<file path="config.mk">
export PLATFORM = sky130hd
export DESIGN_NAME = cnt_monitor
export DESIGN_NICKNAME = d
export VERILOG_FILES = /design/src/rtl/cnt_monitor.sv
export SDC_FILE = /design/constraint.sdc
export NUM_CORES = 1
export LEC_CHECK = 0
export BUFFER_PORTS_ARGS = -buffer_cell sky130_fd_sc_hd__buf_2
export CORE_MARGIN = 2
export CORE_UTILIZATION = 35
export CTS_CLUSTER_DIAMETER = 50
export DETAILED_ROUTE_END_ITERATION = 8
export HOLD_SLACK_MARGIN = 0.05
export PLACE_DENSITY = 0.56
export REMOVE_ABC_BUFFERS = 1
export SYNTH_ARGS = -nofsm -noshare
export SYNTH_HDL_FRONTEND = slang
export SYNTH_SLANG_ARGS = --single-unit
export TNS_END_PERCENT = 100
</file>
<file path="constraint.sdc">
create_clock -name clk -period 5.25 [get_ports clk]
set_input_delay 0 -clock clk [delete_from_list [all_inputs] [get_ports clk]]
set_output_delay 0 -clock clk [all_outputs]
set_load 0.03 [all_outputs]
</file>
<file path="src/rtl/cnt_monitor.sv">
// cnt_monitor: watches a free-running upstream 3-bit counter and its
// terminal-count flag, counts 7->0 wraps and latches sequence / terminal-count
// errors until software clears them.
//
// Optional feature: define CNT_MONITOR_ERRCNT_EN to build the saturating
// error-event counter on err_cnt; otherwise err_cnt is tied to zero.
//
// Ports:
//   clk       in   sole clock, rising edge
//   reset     in   synchronous, active-low reset
//   en        in   sample enable; 0 freezes all state
//   cnt_in    in   [2:0] upstream count value
//   tc_in     in   upstream terminal-count flag (expected high when cnt_in==7)
//   clr_err   in   clears a latched error (only acts in ERROR)
//   wrap_cnt  out  [WRAP_W-1:0] saturating count of observed 7->0 wraps
//   err       out  latched error flag
//   err_code  out  [1:0] bit0 = sequence error, bit1 = terminal-count mismatch
//   state     out  [1:0] IDLE=00, SYNC=01, TRACK=10, ERROR=11
//   err_cnt   out  [3:0] saturating error-event count (0 when feature absent)
module cnt_monitor #(
  parameter int WRAP_W = 8
) (
  input  logic              clk,
  input  logic              reset,
  input  logic              en,
  input  logic [2:0]        cnt_in,
  input  logic              tc_in,
  input  logic              clr_err,
  output logic [WRAP_W-1:0] wrap_cnt,
  output logic              err,
  output logic [1:0]        err_code,
  output logic [1:0]        state,
  output logic [3:0]        err_cnt
);

  typedef enum logic [1:0] {
    IDLE  = 2'b00,
    SYNC  = 2'b01,
    TRACK = 2'b10,
    ERROR = 2'b11
  } state_t;

  state_t            state_q, state_d;
  logic [2:0]        prev_q, prev_d;
  logic [WRAP_W-1:0] wrap_cnt_q, wrap_cnt_d;
  logic              err_q, err_d;
  logic [1:0]        err_code_q, err_code_d;

  logic [2:0]        prev_inc;
  logic              seq_bad;
  logic              tc_bad;

  assign prev_inc = prev_q + 3'd1;
  assign tc_bad   = (tc_in != (cnt_in == 3'd7));

  always_comb begin
    state_d    = state_q;
    prev_d     = prev_q;
    wrap_cnt_d = wrap_cnt_q;
    err_d      = err_q;
    err_code_d = err_code_q;
    seq_bad    = 1'b0;

    if (en) begin
      unique case (state_q)
        IDLE: state_d = SYNC;

        SYNC: begin
          prev_d = cnt_in;
          if (tc_bad) begin
            state_d    = ERROR;
            err_d      = 1'b1;
            err_code_d = 2'b10;
          end else begin
            state_d = TRACK;
          end
        end

        TRACK: begin
          // A repeated value also fails this compare, which is intended.
          seq_bad = (cnt_in != prev_inc);
          if (seq_bad || tc_bad) begin
            state_d    = ERROR;
            err_d      = 1'b1;
            err_code_d = {tc_bad, seq_bad};
          end else begin
            prev_d = cnt_in;
            if ((prev_q == 3'd7) && (cnt_in == 3'd0) && (wrap_cnt_q != '1)) begin
              wrap_cnt_d = wrap_cnt_q + WRAP_W'(1);
            end
          end
        end

        ERROR: begin
          if (clr_err) begin
            state_d    = SYNC;
            err_d      = 1'b0;
            err_code_d = 2'b00;
          end
        end

        default: state_d = IDLE;
      endcase
    end
  end

  always_ff @(posedge clk) begin
    if (!reset) begin
      state_q    <= IDLE;
      prev_q     <= '0;
      wrap_cnt_q <= '0;
      err_q      <= 1'b0;
      err_code_q <= '0;
    end else begin
      state_q    <= state_d;
      prev_q     <= prev_d;
      wrap_cnt_q <= wrap_cnt_d;
      err_q      <= err_d;
      err_code_q <= err_code_d;
    end
  end

`ifdef CNT_MONITOR_ERRCNT_EN
  logic [3:0] err_cnt_q, err_cnt_d;

  // Counts entries into ERROR; clr_err deliberately leaves it alone.
  always_comb begin
    err_cnt_d = err_cnt_q;
    if ((state_d == ERROR) && (state_q != ERROR) && (err_cnt_q != 4'hF)) begin
      err_cnt_d = err_cnt_q + 4'd1;
    end
  end

  always_ff @(posedge clk) begin
    if (!reset) begin
      err_cnt_q <= '0;
    end else begin
      err_cnt_q <= err_cnt_d;
    end
  end

  assign err_cnt = err_cnt_q;
`else
  assign err_cnt = '0;
`endif

  assign state    = state_q;
  assign wrap_cnt = wrap_cnt_q;
  assign err      = err_q;
  assign err_code = err_code_q;

endmodule

</file>
==> results.tsv, run 1 <==
metric	value	unit
effective utilization at floorplan	37.8	%
# resized after CTS	0	
first-pass GRT wire length	2980	microns
Register-to-Register Path Depth	7	
initial antenna violation count	0	
Seq/Total Area, Yosys	33.6	%
worst-margin pin slew	0.733	ns
Critical Path End Type	flip-flop	
final hold vios	0	
asr flop ratio synth	0	%
Synth area leader	dfxtp_1	
Unique masters post-synth	31	
pin count of the biggest net entering global routing	26	
Hold Crit Class	input port to flip-flop	
Worst EP arrival	2.68	ns
remaining global-route overflow	0	
Synth Area in Simple Gates	23.7	%
EDFF count, synth	0	
Layout area overhead	16.6	%
critical path launch point type	flip-flop	
min cycle time layout	2.47	ns
DR pass1 iterations	4	
CTS Root Cell	clkbuf_4	
Skew-Pair Late Insertion Delay	0.28	ns
main combinational cell family by area after synthesis	simple AND/OR/NAND/NOR gates	
final setup vio count	0	
die area	3160	sq um
Fmax	405	MHz
total wire length	1800	microns
Core Area	2520	sq um
share of the synthesized area in compound gates (AO/OA/AOI/OAI)	8.13	%
Cell Rows	18	
Synth Register Bits	16	
Power Dens Cells	231	nW/um^2
chip width	56.2	microns
CP endpoint	wrap_cnt[5]$_SDFFE_PN0P_	
synth warn	0	
Max-cap violations	0	
Ant. Diodes	0	
post-synthesis mux area share	9.57	%
XOR/XNOR share of the synthesized area	8.26	%
max_slew headroom	50.8	%
total CTS buffers	3	
crit-path max FO	7	
Avg Cell Area, Syn	8.60	sq um
IR Drop Worst-Case VDD	0.139	mV
layout cell share with drive strength beyond 1	18.0	%
RR Endpoint	wrap_cnt[5]$_SDFFE_PN0P_	
total power	0.258	mW
Fin Setup TNS	0	ns
H-tree levels	1	
drt first-iter violations	9	
clock sink count	16	
final worst path period share	47.0	%
all-layer global routing usage	12.1	%
clock buffer depth	2	
final clock skew	0.00245	ns
RSZ-0062 raised after global routing	no	
vias in the first global route	714	
status	finished clean	
ANT nets after route	0	
Clk pin slew, worst setup/hold paths	0.09	ns
DPL Wire Length	1370	microns
crit path launch	prev_q[0]$_SDFFE_PN0P_	
nets@finish	150	
most common cell in the netlist	nand2_1	
DRC viols	0	
Port Buf Inserts	20	
Vias	815	
Max Slew Vio Count	0	
vias per inst	5.00	
Top FF cell, synth	dfxtp_1	
top cells by count, synth	18 x nand2_1, 16 x dfxtp_1, 8 x mux2i_1	
IO Pins	25	
CP Data Required Time	5.47	ns
top cells by area, synth	dfxtp_1 34%, ha_1 9.2%, mux2i_1 8.4%	
r2r setup slk	2.78	ns
post-synth top area share	33.6	%
WL/cell	11.0	microns
adder-cell area share of the yosys netlist	9.17	%
gp weighted congestion	0.739	
worst r2r src	prev_q[0]$_SDFFE_PN0P_	
Leakage	0.519	nW
CTS tree	yes	
Mapped Cells	111	
critical path class	flip-flop to flip-flop	
Post-Syn Area	955	sq um
die height	56.2	microns
## layout by cell type (no fill, tap or decap), drive strengths merged, types with 2 or more instances in the layout
cell type,Yosys,routed
nor4,4,4
a21boi,2,2
o31ai,2,2
nand4,2,2
nand2,18,18
ha,7,7
o211ai,2,2
nand3,5,5
and2,6,6
mux2i,8,8
buf,5,20
dfxtp,16,16
inv,7,7
dlygate4sd3,0,3
or4,2,2
conb,1,4
xor2,5,5
xnor2,4,4
clkbuf,2,3
nor2,3,3
## cell families (layout without fill, tap and decap cells)
family,after synthesis,after routing
AO/OA/AOI/OAI,11,11
XOR/XNOR,9,9
adder cells (fa/ha/maj),7,7
buffers and inverters,14,33
flip-flops,16,16
multiplexers,9,9
other,1,4
AND/OR/NAND/NOR,44,44
## timing repair
item	in CTS	in global routing
hold endpoints to repair	3	0
buffers inserted	0	0
hold buffers	3	0
## state kept, by name, summed over array words and instances, names as in the netlist
| signal | flops |
|---|---|
| wrap_cnt | 8 |
| state | 2 |
| err_code | 2 |
| prev_q | 3 |
| err | 1 |
## report_power, final
part / internal, mW / switching, mW / leakage (nW) / total (mW)
sequential: 0.128 / 0.00485 / 0.130 / 0.133
combinational: 0.0233 / 0.0398 / 0.376 / 0.0631
clock: 0.0266 / 0.0353 / 0.0138 / 0.0619
## routing by layer
metal / global-route usage, % / routed length [microns] / vias up
met3: 5.58 / 139 / 2
li1: - / - / 419
met4: 4.42 / 18 / 0
met5: 0 / 0 / -
met1: 14.6 / 839 / 368
met2: 18.7 / 799 / 26
## metrics by stage
step,hold WS [ns],utilization [%],setup slack (ns),std cells,area (sq um)
final,0.159,44.1,2.78,163,1110
after CTS,0.158,44.1,2.75,163,1110
after global routing,0.167,44.1,2.56,163,1110
after detailed placement,0.293,42.1,2.77,157,1060
after floorplan,0.122,-,2.95,107,923
after global placement,0.290,42.1,2.87,157,1060
## worst max-delay path, stage by stage (launching register included)
cell      delay [ns]
dfxtp_1         0.34
ha_1            0.21
ha_1            0.29
xnor2_1         0.22
nand4_2         0.21
or3_1           0.50
or4_1           0.50
a21boi_1        0.14
## layout make-up
class,count,area (sq um)
inverter,7,26.3
clock buffer,3,22.5
timing repair buffer,23,130
sequential,16,320
multi-input combinational,84,577
tap,30,37.5
fill,274,1410
## how the worst min path moves through the flow
stage | start | endpoint | cells past startpoint
2_1_floorplan | reset | wrap_cnt[0]$_SDFFE_PN0P_ | 1
3_3_place_gp | cnt_in[2] | prev_q[2]$_SDFFE_PN0P_ | 3
3_5_place_dp | cnt_in[2] | prev_q[2]$_SDFFE_PN0P_ | 3
4_1_cts | reset | err_code[1]$_SDFFE_PN0P_ | 3
5_1_grt | en | prev_q[2]$_SDFFE_PN0P_ | 3
6_report | reset | state[1]$_SDFFE_PN0P_ | 3
No activity file was read; power rests on OpenSTA's default activity.
==> run 2: changes to the inputs <==
PLACE_DENSITY = 0.58   (was 0.56)
clock period = 2.1 ns   (was 5.25 ns; I/O delays follow)
==> run 2 against run 1 <==
Against the previous run: wire length is 16% higher; non-clock buffer count grew 5; sequential cell count unchanged; hold slack worse by 0.0011 ns; setup slack worse by 2.8 ns; power grew to 2.6 times the previous value; first-iteration DRC count is 56% lower; critical path depth is the same; clock power grew to 2.7 times the previous value; final cell count rose by 3.1%; critical endpoint unchanged.
==> results.tsv, run 2 (synthesis results as in run 1) <==
metric	value	unit
CTS Root Cell	clkbuf_4	
ANT nets after route	0	
Layout area overhead	29.1	%
Inst Count DP	162	
Vias	821	
Max stage delay cell, worst path	or4_4	
all-layer global routing usage	13.7	%
status	finished clean	
Fmax	477	MHz
post-route insts no fill	168	
first-pass GRT wire length	3480	microns
final clock skew	0.00273	ns
Core Area	2520	sq um
critical path class	flip-flop to flip-flop	
Port Buf Inserts	20	
CTS tree	yes	
layout cell share with drive strength beyond 1	28.3	%
Placed Area	1100	sq um
DR pass1 iterations	4	
vias in the first global route	818	
WL/cell	12.4	microns
Final WS setup	0.00175	ns
commonest non-fill, non-tap cell in the layout	buf_2	
post-layout util	48.9	%
Largest register FFs	8	
cell area after layout	1230	sq um
IR Drop Worst-Case VDD	0.273	mV
effective utilization at floorplan	37.8	%
crit-path max FO	3	
pin count of the biggest net entering global routing	26	
Worst EP arrival	2.33	ns
Crit path top cell by count	ha_4	
Power Dens Cells	553	nW/um^2
pre-CTS WS	-0.0988	ns
CP Data Required Time	2.33	ns
Ant. Diodes	0	
total wire length	2080	microns
critical path launch point type	flip-flop	
HP Start	reset	
Max Slew Vio Count	0	
most frequent cells in the layout	20 x buf_2, 18 x nand2_1, 14 x dfxtp_1, 8 x mux2i_1, 7 x inv_1	
Leakage	0.557	nW
initial antenna violation count	0	
DRC viols	0	
Hold Crit Class	input port to flip-flop	
total power	0.682	mW
chip width	56.2	microns
final setup vio count	0	
die height	56.2	microns
H-tree levels	1	
crit path launch	prev_q[0]$_SDFFE_PN0P_	
min cycle time layout	2.10	ns
remaining global-route overflow	0	
gp weighted congestion	0.753	
total CTS buffers	3	
worst r2r src	prev_q[0]$_SDFFE_PN0P_	
Max-cap violations	0	
RSZ-0062 raised after global routing	yes	
nets@finish	155	
clock sink count	16	
IO Pins	25	
Skew-Pair Late Insertion Delay	0.29	ns
vias per inst	4.89	
Critical Path End Type	flip-flop	
die area	3160	sq um
DPL Wire Length	1420	microns
final worst path period share	99.9	%
final hold vios	0	
CP cell instances	ha_4, ha_4, nor4b_4, o211ai_1, or3_4, or4_4, a21boi_2	
clock buffer depth	2	
slowest stage delay, CP	0.49	ns
drt first-iter violations	4	
Cell Rows	18	
Clk pin slew, worst setup/hold paths	0.09	ns
-- run 2: changes by cell type in the layout (fill, tap and decap cells not counted), moves of 2 or more --
cell / change
xnor2_1: -2
ha_4: +2
dfxtp_1: -2
dfxtp_2: +2
ha_1: -2
buf_4: +5
-- run 2: metrics by stage --
step	TNS (ns)	hold slack, ns
after detailed placement	-0.186	0.299
after floorplan	-0.391	0.122
after global routing	-0.130	0.153
final	0	0.157
after CTS	0	0.151
after global placement	-0.0978	0.287
-- run 2: path summary, 6_finish.rpt --
kind | to | slack, ns | cells after the start
setup / recovery | wrap_cnt[5]$_SDFFE_PN0P_ | 0.002 | 7
hold / removal | prev_q[0]$_SDFFE_PN0P_ | 0.16 | 3
setup reg to reg | wrap_cnt[5]$_SDFFE_PN0P_ | 0.002 | 7
hold reg to reg | err_code[1]$_SDFFE_PN0P_ | 0.46 | 2
-- run 2: critical path: cells and delay by family, from the launching register on --
family                     cells  cell delay, ns
AOI/OAI and AO/OA              2            0.32
adders and majority gates      2            0.25
DFF                            1            0.36
and+or+nand+nor                3            1.11
-- run 2: area by class of cell --
class                   count  area (sq um)
inverters                   7          26.3
clock buffers               3          22.5
well taps                  30          37.5
multi-input cells          84           656
fillers                   258          1290
flip-flops and latches     16           323
repair buffers             28           168
-- run 2: report_power, final --
group | switching (mW) | leakage (nW) | internal (mW)
sequential | 0.0134 | 0.131 | 0.320
clock | 0.101 | 0.0138 | 0.0666
combinational | 0.109 | 0.412 | 0.0723
-- run 2: repair_timing --
item                       4_1_cts  5_1_grt
gates resized for setup          6        7
pin swaps                        3        4
setup endpoints to repair        2        2
hold buffers                     3        0
buffers inserted                 0        0
hold endpoints to repair         3        0
-- run 2: routing by layer --
metal | part of all wire (%) | wire length, microns | vias to the layer above | global-route usage (%)
li1 | - | - | 429 | -
met1 | 46 | 958 | 372 | 17.2
met2 | 48 | 994 | 16 | 22.5
met3 | 4.1 | 86 | 4 | 3.26
met4 | 1.7 | 36 | 0 | 5.10
met5 | 0 | 0 | - | 0
